File: src/rtl/csr_mm_scheduler_if.sv
// Requester, engine and response signals of the CSR matmul job scheduler.
// slave = scheduler side, master = requesters/engine side.
interface csr_mm_scheduler_if #(
    parameter int NUM_REQ = 4,
    parameter int SEL_W   = $clog2(NUM_REQ),
    parameter int RES_W   = 144
);
    logic [NUM_REQ-1:0] req_valid;
    logic [NUM_REQ-1:0] req_ready;
    logic [SEL_W-1:0]   eng_sel;
    logic               eng_start;
    logic               eng_done;
    logic [RES_W-1:0]   eng_result;
    logic               eng_abort;
    logic [NUM_REQ-1:0] rsp_valid;
    logic [NUM_REQ-1:0] rsp_ready;
    logic [RES_W-1:0]   rsp_data;
    logic               rsp_error;
    logic               busy;
    logic [15:0]        job_count;

    modport slave (
        input  req_valid, eng_done, eng_result, rsp_ready,
        output req_ready, eng_sel, eng_start, eng_abort,
        output rsp_valid, rsp_data, rsp_error, busy, job_count
    );

    modport master (
        output req_valid, eng_done, eng_result, rsp_ready,
        input  req_ready, eng_sel, eng_start, eng_abort,
        input  rsp_valid, rsp_data, rsp_error, busy, job_count
    );
endinterface

File: src/rtl/csr_mm_scheduler.sv
// Round-robin scheduler sharing one CSR sparse matmul engine among NUM_REQ requesters.
// Define CSR_MM_SCHED_TIMEOUT_EN to enable the WAIT watchdog (abort after TIMEOUT_CYCLES).
module csr_mm_scheduler #(
    parameter int NUM_REQ        = 4,
    parameter int SEL_W          = $clog2(NUM_REQ),
    parameter int RES_W          = 144,
    parameter int TIMEOUT_CYCLES = 255
) (
    input logic              clk,
    input logic              reset,
    csr_mm_scheduler_if.slave bus
);

    typedef enum logic [1:0] {IDLE, START, WAIT, RESP} state_t;

    state_t           state_q, state_d;
    logic [SEL_W-1:0] last_q;
    logic [SEL_W-1:0] eng_sel_q;
    logic [SEL_W-1:0] win_idx;
    logic             win_found;
    logic             accept;
    logic             rsp_hs;
    logic             timeout_hit;
    logic [RES_W-1:0] rsp_data_q;
    logic [15:0]      job_count_q;

    function automatic logic [15:0] sat_inc16(input logic [15:0] v);
        return (v == 16'hFFFF) ? v : v + 16'd1;
    endfunction

    if (NUM_REQ < 2 || NUM_REQ > 8 || TIMEOUT_CYCLES < 1 || TIMEOUT_CYCLES > 65535) begin : g_bad_cfg
        $error("csr_mm_scheduler: NUM_REQ or TIMEOUT_CYCLES out of range");
    end

    // Rotating-priority scan starting just after the last served requester.
    always_comb begin
        logic [SEL_W:0] idx;
        win_found = 1'b0;
        win_idx   = '0;
        idx       = '0;
        for (int k = 1; k <= NUM_REQ; k++) begin
            idx = {1'b0, last_q} + (SEL_W+1)'(k);
            if (idx >= (SEL_W+1)'(NUM_REQ))
                idx = idx - (SEL_W+1)'(NUM_REQ);
            if (!win_found && bus.req_valid[idx[SEL_W-1:0]]) begin
                win_found = 1'b1;
                win_idx   = idx[SEL_W-1:0];
            end
        end
    end

    assign accept = (state_q == IDLE) && win_found;
    assign rsp_hs = (state_q == RESP) && bus.rsp_ready[eng_sel_q];

`ifdef CSR_MM_SCHED_TIMEOUT_EN
    logic [15:0] wait_cnt_q;
    logic        rsp_error_q;

    // eng_done in the timeout cycle wins, so the watchdog only fires without it.
    assign timeout_hit = (state_q == WAIT) && !bus.eng_done &&
                         (wait_cnt_q == 16'(TIMEOUT_CYCLES - 1));

    always_ff @(posedge clk) begin
        if (reset)
            wait_cnt_q <= '0;
        else if (state_q == START)
            wait_cnt_q <= '0;
        else if (state_q == WAIT)
            wait_cnt_q <= wait_cnt_q + 16'd1;
    end

    always_ff @(posedge clk) begin
        if (reset)
            rsp_error_q <= 1'b0;
        else if (state_q == WAIT && bus.eng_done)
            rsp_error_q <= 1'b0;
        else if (timeout_hit)
            rsp_error_q <= 1'b1;
    end

    assign bus.rsp_error = rsp_error_q;
`else
    assign timeout_hit   = 1'b0;
    assign bus.rsp_error = 1'b0;
`endif

    always_ff @(posedge clk) begin
        if (reset)
            state_q <= IDLE;
        else
            state_q <= state_d;
    end

    always_comb begin
        state_d = state_q;
        case (state_q)
            IDLE:    if (accept) state_d = START;
            START:   state_d = WAIT;
            WAIT:    if (bus.eng_done || timeout_hit) state_d = RESP;
            RESP:    if (rsp_hs) state_d = IDLE;
            default: state_d = IDLE;
        endcase
    end

    always_comb begin
        bus.req_ready = '0;
        bus.eng_start = 1'b0;
        bus.eng_abort = 1'b0;
        bus.rsp_valid = '0;
        bus.busy      = 1'b1;
        case (state_q)
            IDLE: begin
                bus.busy = 1'b0;
                if (win_found)
                    bus.req_ready = NUM_REQ'(1) << win_idx;
            end
            START:   bus.eng_start = 1'b1;
            WAIT:    bus.eng_abort = timeout_hit;
            RESP:    bus.rsp_valid = NUM_REQ'(1) << eng_sel_q;
            default: ;
        endcase
    end

    always_ff @(posedge clk) begin
        if (reset) begin
            last_q      <= SEL_W'(NUM_REQ - 1);
            eng_sel_q   <= '0;
            rsp_data_q  <= '0;
            job_count_q <= '0;
        end else begin
            if (accept)
                eng_sel_q <= win_idx;
            if (state_q == WAIT && bus.eng_done)
                rsp_data_q <= bus.eng_result;
            else if (timeout_hit)
                rsp_data_q <= '0;
            if (rsp_hs) begin
                last_q      <= eng_sel_q;
                job_count_q <= sat_inc16(job_count_q);
            end
        end
    end

    assign bus.eng_sel   = eng_sel_q;
    assign bus.rsp_data  = rsp_data_q;
    assign bus.job_count = job_count_q;

endmodule

File: src/flat_wrapper.sv
// flat-port wrapper written by rule: the top's interface ports become plain ports
module csr_mm_scheduler_flat 
#(
    parameter int NUM_REQ        = 4,
    parameter int SEL_W          = $clog2(NUM_REQ),
    parameter int RES_W          = 144,
    parameter int TIMEOUT_CYCLES = 255
)
  (clk, reset, bus_req_valid, bus_eng_done, bus_eng_result, bus_rsp_ready, bus_req_ready, bus_eng_sel, bus_eng_start, bus_eng_abort, bus_rsp_valid, bus_rsp_data, bus_rsp_error, bus_busy, bus_job_count);
  csr_mm_scheduler_if #(.NUM_REQ(NUM_REQ), .SEL_W(SEL_W), .RES_W(RES_W)) bus_i ();
  input logic clk;
  input logic reset;
  input wire logic [$bits(bus_i.req_valid)-1:0] bus_req_valid;
  input wire logic [$bits(bus_i.eng_done)-1:0] bus_eng_done;
  input wire logic [$bits(bus_i.eng_result)-1:0] bus_eng_result;
  input wire logic [$bits(bus_i.rsp_ready)-1:0] bus_rsp_ready;
  output wire logic [$bits(bus_i.req_ready)-1:0] bus_req_ready;
  output wire logic [$bits(bus_i.eng_sel)-1:0] bus_eng_sel;
  output wire logic [$bits(bus_i.eng_start)-1:0] bus_eng_start;
  output wire logic [$bits(bus_i.eng_abort)-1:0] bus_eng_abort;
  output wire logic [$bits(bus_i.rsp_valid)-1:0] bus_rsp_valid;
  output wire logic [$bits(bus_i.rsp_data)-1:0] bus_rsp_data;
  output wire logic [$bits(bus_i.rsp_error)-1:0] bus_rsp_error;
  output wire logic [$bits(bus_i.busy)-1:0] bus_busy;
  output wire logic [$bits(bus_i.job_count)-1:0] bus_job_count;
  assign bus_i.req_valid = bus_req_valid;
  assign bus_i.eng_done = bus_eng_done;
  assign bus_i.eng_result = bus_eng_result;
  assign bus_i.rsp_ready = bus_rsp_ready;
  assign bus_req_ready = bus_i.req_ready;
  assign bus_eng_sel = bus_i.eng_sel;
  assign bus_eng_start = bus_i.eng_start;
  assign bus_eng_abort = bus_i.eng_abort;
  assign bus_rsp_valid = bus_i.rsp_valid;
  assign bus_rsp_data = bus_i.rsp_data;
  assign bus_rsp_error = bus_i.rsp_error;
  assign bus_busy = bus_i.busy;
  assign bus_job_count = bus_i.job_count;
  csr_mm_scheduler #(.NUM_REQ(NUM_REQ), .SEL_W(SEL_W), .RES_W(RES_W), .TIMEOUT_CYCLES(TIMEOUT_CYCLES)) u_core (.clk(clk), .reset(reset), .bus(bus_i));
endmodule
File: config.mk
export PLATFORM = sky130hd
export DESIGN_NAME = csr_mm_scheduler_flat
export DESIGN_NICKNAME = d
export VERILOG_FILES = /design/src/rtl/csr_mm_scheduler_if.sv /design/src/rtl/csr_mm_scheduler.sv /design/src/flat_wrapper.sv
export SDC_FILE = /design/constraint.sdc
export NUM_CORES = 1
export LEC_CHECK = 0
export CAP_MARGIN = 30
export CORE_AREA = 5 5 163 165
export CTS_CLUSTER_DIAMETER = 150
export DETAILED_ROUTE_END_ITERATION = 10
export DIE_AREA = 0 0 168 170
export PLACE_DENSITY = 0.58
export SYNTH_ARGS = -nofsm -noshare
export SYNTH_HDL_FRONTEND = slang
export SYNTH_SLANG_ARGS = --single-unit
File: constraint.sdc
create_clock -name clk -period 2 [get_ports clk]
set_clock_uncertainty 0.15 [all_clocks]
set_input_delay 0.4 -clock clk [delete_from_list [all_inputs] [get_ports clk]]
set_output_delay 0.4 -clock clk [all_outputs]
set_load 0.05 [all_outputs]
==> results.py, run 1 <==
metrics = {
    "outcome": {
        "status": "finished with violations",
        "violations": "negative setup slack",
    },
    "grt": {
        "grt_overflow": 0,
        "grt_usage_pct": 14.4,
        "antenna_found_initial": 1,
        "grt_pass1_wl_um": 33500,
        "first_global_vias": 6152,
        "grt_max_degree": 49,
    },
    "floorplan": {
        "rows": 58,
        "design.portCount": 329,
        "coreArea_um2": 24900,
        "start_util_pct": 24.6,
        "die_y_um": 170,
        "die_x_um": 168,
        "die_area_um2": 28600,
    },
    "cells_and_area": {
        "fin_nets": 1267,
        "design_area_um2": 10500,
        "synthToLayoutAreaGrowth_pct": 71.2,
        "filler_cell_count": 2518,
        "drive_gt1_share_pct": 25.5,
    },
    "pwr": {
        "leakagePower_uw": 0.00415,
        "ir_drop_uv": 505,
        "seq_power_share_pct": 34.6,
        "pwr-share-comb_pct": 33.4,
        "switching_share_pct": 36.0,
        "p_total_uw": 11000,
        "p_int_uw": 7040,
        "p_sw_uw": 3960,
        "clkPwrFrac_pct": 32.0,
        "power.density_nw_per_um2": 1050,
    },
    "routing": {
        "drtIter0Drc": 273,
        "wirelength_um": 21700,
        "wire_per_inst_um": 15.0,
        "vias_per_cell": 4.40,
        "drc": 0,
        "vias": 6379,
        "ant_nets": 0,
        "drt_pass1_iterations": 4,
    },
    "setup_path": {
        "r2r-start": "u_core.state_q[0]",
        "r2r_slack_ns": 0.08,
        "crit_type": "flip-flop to output port",
        "path_buf_inv": 2,
        "worstPathRequired_ns": 1.45,
        "crit_chain": "nand2b_4 > a21o_1 > o311ai_4 > buf_4 > nand2_4 > nor2_4 > buf_12",
        "worstPathArrival_ns": 1.62,
        "critPathMaxStageDelay_ns": 0.34,
        "cp_max_fo": 3,
        "crit_start": "u_core.last_q[0]",
        "critPathTopFamily": "flip-flops",
        "start_kind": "flip-flop",
        "crit_path_end_kind": "output port",
        "slowest_stage": "dfxtp_2",
    },
    "yosys": {
        "ys_ff_latch": 166,
        "ys_types": 40,
        "synth-seq-area-share_pct": 54.2,
        "syn_area_um2": 6130,
        "synth_warnings": 0,
        "syn-mean-instance-area_um2": 7.91,
        "synthCells": 775,
    },
    "place": {
        "dp_hpwl_um": 16000,
        "port_buffers": 326,
        "place_area_um2": 9730,
        "place_congestion": 0.792,
        "place_ws_ns": -0.673,
    },
    "clock_network": {
        "clk_pin_slew_ns": 0.07,
        "clock_sinks": 166,
        "root_buffer": "clkbuf_16",
        "cts_tree": "built",
        "cts_buffers": 17,
        "cts_max_level": 4,
        "cts_max_path_buffers": 2,
        "insertion_delay_ns": 0.41,
    },
    "min_path": {
        "hold_path.startpoint": "reset",
        "min_path_type": "input pin to flip-flop",
    },
    "sta": {
        "setup_viol": 8,
        "layout_setup_ws_ns": -0.171,
        "max_freq_mhz": 461,
        "rsz0062_at_grt": "true",
        "hold_viol_final": 0,
        "fin_crit_ns": 2.17,
        "slew_violations": 0,
        "hold_ws_ns": 0.291,
        "fin_setup_tns_ns": -0.821,
        "post-route-period-util_pct": 109,
    },
    "job": {
        "cap_violations": 0,
    },
}
timing repair:
action                                  4_1_cts  5_1_grt
pin swaps                                     5        4
endpoints found under the setup margin       11       13
setup buffers                                 4        1
gates resized for setup                      26        6
cloned                                        0        0
hold buffers                                  0        0
Yosys cell counts:
cell type / number / area, um2
a21o_1: 2 / 15.0
nand4b_1: 1 / 8.76
buf_2: 1 / 5.00
nand2b_1: 5 / 31.3
nand4b_4: 1 / 23.8
buf_4: 4 / 30.0
o21ai_0: 7 / 35.0
a21oi_1: 152 / 761
xor2_1: 7 / 61.3
and2_1: 3 / 18.8
nand2_1: 293 / 1100
nor3_1: 1 / 5.00
nand3_1: 2 / 10.0
a221o_1: 1 / 10.0
nand4_2: 1 / 12.5
nand3_2: 1 / 10.0
ha_1: 5 / 62.6
clkbuf_1: 40 / 150
and3_1: 5 / 31.3
xnor2_1: 1 / 8.76
or3_1: 7 / 43.8
a211o_1: 1 / 8.76
o311ai_0: 1 / 8.76
o22ai_1: 2 / 12.5
conb_1: 1 / 3.75
o211ai_1: 4 / 30.0
mux2_2: 1 / 11.3
nor4_1: 1 / 6.26
dfxtp_1: 166 / 3320
buf_1: 8 / 30.0
nor2_1: 27 / 101
nor2b_1: 3 / 18.8
nand4_1: 2 / 12.5
a211oi_1: 1 / 7.51
mux2i_1: 5 / 50.1
o2111ai_1: 2 / 17.5
o21ai_1: 2 / 10.0
and4_1: 1 / 8.76
inv_1: 6 / 22.5
o22ai_2: 1 / 12.5
power groups by stage:
stage          Clock (uW)  Sequential, uW  Combinational [uW]
2_1_floorplan           0            4820                1180
6_report             3520            3800                3670
3_3_place_gp            0            3860                3570
4_1_cts              3650            3800                3700
5_1_grt              3790            3840                3910
3_5_place_dp            0            3870                3580
worst paths after layout:
kind / end / depth (start not counted)
max: bus_req_ready[1] / 7
max reg2reg: u_core.bus.job_count[12] / 6
min reg2reg: u_core.bus.rsp_data[73] / 2
min: u_core.bus.eng_sel[1] / 2
registers in the layout, summed over array words and instances (netlist names):
signal                flops
u_core.last_q             2
u_core.bus.rsp_data     144
u_core.bus.job_count     16
u_core.bus.eng_sel        2
u_core.state_q            2
worst reg2reg max path: cells and delay by family, from the launching register on:
kind                     cells  cell delay [ns]
adder cells (fa/ha/maj)      1             0.20
AO/OA/AOI/OAI                2             0.38
AND/OR/NAND/NOR              3             0.77
flip-flops                   1             0.36
routing by layer:
metal	GRT usage [%]	vias to the layer above	routed length, um	share of wire, %
met5	0	-	0	0
met2	23.9	231	10200	47
met3	5.39	17	1900	8.8
met1	17.7	2934	9210	42
li1	-	3197	-	-
met4	3.95	0	378	1.7
metrics by stage:
| step | utilization [%] | cells |
|---|---|---|
| global placement | 39.1 | 1413 |
| finish | 42.1 | 1451 |
| CTS | 42.0 | 1449 |
| floorplan | - | 776 |
| detailed placement | 39.1 | 1413 |
| global route | 42.1 | 1451 |
cell usage in the layout, fill, tap and decap left out, drive strengths merged, types with 2 or more instances in the layout:
| master | count |
|---|---|
| o2111ai | 2 |
| a21oi | 152 |
| nor2 | 27 |
| xor2 | 7 |
| o21ai | 9 |
| nand4b | 2 |
| dfxtp | 166 |
| o211ai | 4 |
| clkdlybuf4s50 | 149 |
| o22ai | 3 |
| bufinv | 3 |
| nand2 | 293 |
| nor2b | 3 |
| a21o | 2 |
| ha | 5 |
| nand2b | 5 |
| clkbuf | 19 |
| dlygate4sd2 | 3 |
| clkinv | 2 |
| and2 | 3 |
| buf | 212 |
| mux2i | 5 |
| clkinvlp | 2 |
| nand4 | 3 |
| and3 | 5 |
| nand3 | 3 |
| or3 | 7 |
| conb | 2 |
| inv | 12 |
logic make-up after synthesis:
family          after synthesis  share of synthesized area, %
mux                           6                          1.00
fa+ha+maj                     5                          1.02
other cells                   1                        0.0612
simple gates                354                          23.5
buf+inv                      59                          3.88
xor+xnor                      8                          1.14
flops                       166                          54.2
compound gates              176                          15.1
final cells by class:
class | instances | area, um2 | area share, %
diodes | 1 | 2.50 | 0.0239
clock buffers | 19 | 443 | 4.22
clock inverters | 13 | 179 | 1.71
inverters | 6 | 26.3 | 0.250
multi-input cells | 551 | 2730 | 26.0
flip-flops and latches | 166 | 3340 | 31.8
well taps | 330 | 413 | 3.94
repair buffers | 365 | 3360 | 32.0
No activity file was read; power rests on OpenSTA's default activity.
==> run 2, diff against run 1 <==
ABC_AREA = 0   (was not set)
==> results of run 2 <==
The final DEF is identical to that of run 1; final timing and power are the same.
==> run 3, diff against run 2 <==
CAP_MARGIN = 10   (was 30)
REMOVE_ABC_BUFFERS = 1   (was not set)
==> results.py, run 3 (synthesis gave the netlist of run 1 again) <==
metrics = {
    "outcome": {
        "status": "finished with violations",
        "violations": "negative setup slack",
    },
    "sta": {
        "max_freq_mhz": 456,
        "post-route-period-util_pct": 110,
        "setup_viol": 4,
        "fin_setup_tns_ns": -0.657,
        "fin_crit_ns": 2.19,
        "rsz0062_at_grt": "true",
        "layout_setup_ws_ns": -0.193,
        "hold_viol_final": 0,
        "slew_violations": 0,
    },
    "place": {
        "place_ws_ns": -0.496,
        "place_inst": 1414,
        "port_buffers": 326,
        "place_congestion": 0.764,
        "dp_hpwl_um": 15400,
    },
    "cells_and_area": {
        "largest_reg_flops": 144,
        "insertedDiodeCount": 0,
        "fin_nets": 1265,
        "fin_util_pct": 42.1,
        "final_cells": 1448,
        "final_cell_mix": "290 x nand2_1, 191 x buf_4, 162 x dfxtp_1, 151 x a21oi_1, 149 x clkdlybuf4s50_1",
        "layout_commonest_cell": "nand2_1",
        "drive_gt1_share_pct": 24.7,
        "synthToLayoutAreaGrowth_pct": 71.1,
    },
    "setup_path": {
        "r2r_slack_ns": 0.14,
        "cp_max_fo": 5,
        "reg2regPathDepth": 7,
        "crit_path_end_kind": "output port",
        "crit_type": "input pin to output port",
        "worstPathRequired_ns": 1.45,
        "r2r-end": "u_core.bus.job_count[11]",
        "start_kind": "input pin",
        "worstPathArrival_ns": 1.64,
        "r2r-start": "u_core.state_q[0]",
    },
    "floorplan": {
        "die_y_um": 170,
        "design.portCount": 329,
        "die_area_um2": 28600,
        "start_util_pct": 24.6,
        "die_x_um": 168,
        "rows": 58,
        "coreArea_um2": 24900,
    },
    "clock_network": {
        "root_buffer": "clkbuf_16",
        "cts_buffers": 17,
        "cts_tree": "built",
        "cts_max_level": 4,
        "cts_max_path_buffers": 2,
        "clk_pin_slew_ns": 0.07,
        "insertion_delay_ns": 0.41,
        "clock_sinks": 166,
    },
    "min_path": {
        "hold_end": "u_core.state_q[1]",
        "holdPathStages": 2,
        "hold_path.startpoint": "reset",
        "min_path_type": "input pin to flip-flop",
    },
    "grt": {
        "grt_max_degree": 70,
        "grt_usage_pct": 14.3,
        "first_global_vias": 6059,
        "grt_pass1_wl_um": 33100,
        "grt_overflow": 0,
        "antenna_found_initial": 0,
    },
    "pwr": {
        "leakagePower_uw": 0.00416,
        "p_total_uw": 10900,
        "power.density_nw_per_um2": 1040,
        "ir_drop_uv": 530,
    },
    "job": {
        "cap_violations": 0,
    },
    "routing": {
        "wirelength_um": 21400,
        "ant_nets": 0,
        "drc": 0,
        "vias_per_cell": 4.31,
        "wire_per_inst_um": 14.7,
        "vias": 6242,
        "drt_pass1_iterations": 4,
        "drtIter0Drc": 287,
    },
}
run 3: worst max-delay path, cell delays in order:
cell	delay, ns
dlygate4sd2_1	0.30
nor2b_1	0.18
o21ai_2	0.16
o311ai_4	0.15
nand2b_4	0.19
nor2_4	0.11
buf_12	0.14
run 3: per-layer routing:
metal	up-vias	track usage (%)	wire (um)
li1	3188	-	-
met5	-	0	0
met2	212	23.5	10200
met1	2821	17.1	8820
met3	21	5.62	1970
met4	0	5.05	387
run 3: worst max path at each step:
| stage | slack, ns | endpoint | start |
|---|---|---|---|
| floorplan | -1.50 | u_core.bus.rsp_data[0] | u_core.state_q[0] |
| global placement | -0.52 | bus_req_ready[2] | bus_req_valid[3] |
| detailed placement | -0.50 | bus_req_ready[0] | bus_req_valid[3] |
| CTS | -0.18 | bus_req_ready[0] | u_core.last_q[0] |
| global route | -0.24 | bus_req_ready[1] | bus_req_valid[3] |
| finish | -0.19 | bus_req_ready[0] | bus_req_valid[3] |
run 3: where the power goes:
part | switching (uW) | internal, uW | total [uW]
registers | 189 | 3630 | 3810
logic | 2270 | 1360 | 3630
clock network | 1480 | 2010 | 3490
total | 3940 | 6990 | 10900
run 3: cell type report:
cell class / instances / area, um2
inverter: 6 / 25.0
multi-input combinational: 551 / 2760
clock buffer: 18 / 429
fill: 2529 / 14400
clock inverter: 14 / 193
tap: 330 / 413
sequential: 166 / 3330
timing repair buffer: 363 / 3340
run 3: timing repair:
action / 4_1_cts / 5_1_grt
hold buffers: 0 / 0
pin swaps: 7 / 3
resized for setup: 48 / 7
buffers inserted: 2 / 0
setup endpoints to repair: 8 / 13
run 3: per-stage QoR:
step	cell area, um2	hold slack, ns
floorplan	5920	0.319
global placement	9660	0.292
detailed placement	9660	0.297
CTS	10500	0.237
global route	10500	0.259
finish	10500	0.261
==> RTL edit: new RTL, settings of run 2 <==
`RES_W` is set to 144 in 3 places; all go to 216.
--- a/src/rtl/csr_mm_scheduler_if.sv
+++ b/src/rtl/csr_mm_scheduler_if.sv
@@ -4,5 +4,5 @@
     parameter int NUM_REQ = 4,
     parameter int SEL_W   = $clog2(NUM_REQ),
-    parameter int RES_W   = 144
+    parameter int RES_W   = 216
 );
     logic [NUM_REQ-1:0] req_valid;
--- a/src/rtl/csr_mm_scheduler.sv
+++ b/src/rtl/csr_mm_scheduler.sv
@@ -4,5 +4,5 @@
     parameter int NUM_REQ        = 4,
     parameter int SEL_W          = $clog2(NUM_REQ),
-    parameter int RES_W          = 144,
+    parameter int RES_W          = 216,
     parameter int TIMEOUT_CYCLES = 255
 ) (
--- a/src/flat_wrapper.sv
+++ b/src/flat_wrapper.sv
@@ -4,5 +4,5 @@
     parameter int NUM_REQ        = 4,
     parameter int SEL_W          = $clog2(NUM_REQ),
-    parameter int RES_W          = 144,
+    parameter int RES_W          = 216,
     parameter int TIMEOUT_CYCLES = 255
 )
Interface: changed (resized bus_eng_result and bus_rsp_data); port bits go from 329 to 473. The function was not compared with the original's and may differ.
==> RTL edit against run 2 <==
The flow still finishes with violations (negative setup slack). Fmax down 4.5%. Sequential cell count grew 72. Via count up 47%. Sequential share of layout area is essentially flat. Combinational power increased by 48%. Critical path depth up 1. Power increased by 42%. Area after synthesis is 44% higher. Setup slack got worse by 0.10 ns. Routed wire length grew 64%. First-iteration DRC count grew 140%. Design area up 43%. Largest power group unchanged.
==> RTL edit: results (changes against run 2) <==
Outcome:
- The flow ran to the end, but the final reports show violations.
- The final reports fail on negative setup slack.

Critical path:
- The worst register-to-register path begins at u_core.state_q[0].
- The minimum setup slack among reg-to-reg paths is -0.17 ns (-0.25 ns).
- The endpoint of the worst-slack reg-to-reg timing path is u_core.bus.job_count[12].
- Following the worst setup path forward leads to its endpoint at bus_req_ready[2].
- The data arrival time of the critical path is 1.72 ns (+0.10 ns).
- The highest net fanout along the worst path is 4 (+1).
- The timing startpoint of the critical path is bus_req_valid[3].
- The slowest stage of the critical path is the o21a_2 cell.
- The depth of the worst register-to-register path is 7 (+1).
- The largest stage delay on the critical path is 0.25 ns (-0.09 ns).

Finish:
- The count of fill cells added during filler insertion is 2323 (-7.7%).
- The fraction of final layout cells sized beyond drive strength 1 was 26.4% (+0.89 points).
- The net count reported at finish was 1852 (+46%).
- The most common cell after layout, fill and taps aside is nand2_1.
- The flip-flop count of the largest register after layout is 216 (+50%).

Drt:
- The iteration-0 DRC count of the detailed router is 650 (+140%).
- The total wire length is 35500 um (+64%).
- The via count normalized by instance count came to 4.75 (+8.0%).
- The number of optimization iterations in the first detailed-route pass is 5 (+1).

Hold path:
- The path with the worst hold slack has its endpoint at u_core.bus.job_count[5].
- The instance count along the most critical hold path is 2 (unchanged).
- In this run the most critical hold path is launched from reset.
- The worst hold path belongs to the class in -> reg.

Place:
- The number of port buffers came to 470 (+44%).
- The cell area after placement came to 13800 um^2 (+42%).
- The half-perimeter wire length of the detailed placement result is 26400 um (+65%).
- The placement-stage worst setup slack is -0.641 ns (+0.0326 ns).
- The weighted congestion at the end of routability-driven global placement is 0.842 (+6.3%).

Clock tree:
- The number of buffers inserted during clock tree synthesis is 27 (+10).
- Clock-pin slew was measured on the worst setup and hold paths at roughly 0.060 ns.
- The number of levels in the clock H-tree came to 1 (-3).
- The clock insertion delay at the later pin of the skew report is 0.52 ns (+0.11 ns).
- The cell at the root of the clock tree is clkbuf_16.
- The maximum number of buffers from clock root to sink is 3 (+1).

GRT:
- The first-pass GRT wire length is 52500 um (+57%).
- The number of antenna violations at the first check in global routing is 5 (+4).
- The via count of the first global-routing pass was 8941 (+45%).
- The largest net degree at the start of global routing is 71 (+45%).
- The global-route usage over all layers was 23.0% (+8.6 points).

STA:
- The worst-case headroom to the max-slew limit is approximately two thirds.
- The final worst slack is -0.272 ns (-0.101 ns).
- The final setup violation count was 20 (+12).

Yosys:
- For this run, the leading register cell type out of synthesis is dfxtp_1.
- The fraction of synthesis flops using an asynchronous set or reset pin was 0% (unchanged).
- The sequential fraction of the synthesis area is 54.1% (-0.12 points).
- After synthesis, the cell types taking the most area are dfxtp_1 (54%), nand2_1 (19%), a21oi_1 (13%).
- The warning count from the yosys run came to 0 (unchanged).
- By count the netlist is led by nand2_1 (444), dfxtp_1 (238), a21oi_1 (229).
- The number of unique standard cell types used by synthesis is 48 (+20%).

Pwr:
- The internal portion of total power came to 10.1 mW (+43%).
- The leakage power figure was 5.95 nW (+43%).
- The peak ir drop on the vdd network is 0.000679 V (+35%).
==> RTL edit: through the flow <==
stage / TNS [ns] / utilization, % / hold WS (ns) / instances
global route: -3.88 / 60.5 / 0.129 / 1969
detailed placement: -8.49 / 55.5 / 0.297 / 1906
floorplan: -0.170 / - / 0.346 / 1120
CTS: -1.50 / 59.8 / 0.0943 / 1958
global placement: -8.14 / 55.5 / 0.292 / 1906
finish: -2.89 / 60.5 / 0.119 / 1970
==> RTL edit: layout make-up <==
type,count,area share (%)
Timing Repair Buffer,552,33.3
Sequential cell,238,31.8
Multi-Input combinational cell,791,26.2
Clock buffer,44,5.51
Tap cell,330,2.74
Inverter,10,0.283
Antenna cell,5,0.0831
==> RTL edit: power by group through the flow <==
stage	logic, mW	clock network, mW	registers (mW)
after floorplan	1.53	0	6.97
after global placement	5.13	0	5.54
after detailed placement	5.14	0	5.56
after CTS	5.38	4.80	5.49
after global routing	5.76	5.00	5.54
final	5.43	4.67	5.49
==> RTL edit: layer usage <==
layer	global-route usage, %	routed length (um)
met1	27.3	14000
met2	39.0	17200
met3	7.22	2940
met4	9.17	1360
met5	0	7
==> RTL edit: worst max-delay path, delay by kind of cell <==
| kind | cells | cell delay [ns] |
|---|---|---|
| buffers and inverters | 4 | 0.63 |
| AOI/OAI and AO/OA | 3 | 0.50 |
| and+or+nand+nor | 1 | 0.19 |
==> RTL edit: kinds of logic after synthesis <==
logic type | share of synthesized area (%)
simple gates | 23.6
compound gates | 15.9
flops | 54.1
buf+inv | 4.26
mux | 1.41
fa+ha+maj | 0.710
other cells | 0.0426
==> RTL edit: repair_timing <==
action	CTS	global route
endpoints found under the setup margin	19	20
buffers inserted	8	5
cloned	0	2
pin swaps	18	17
gates resized for setup	55	23
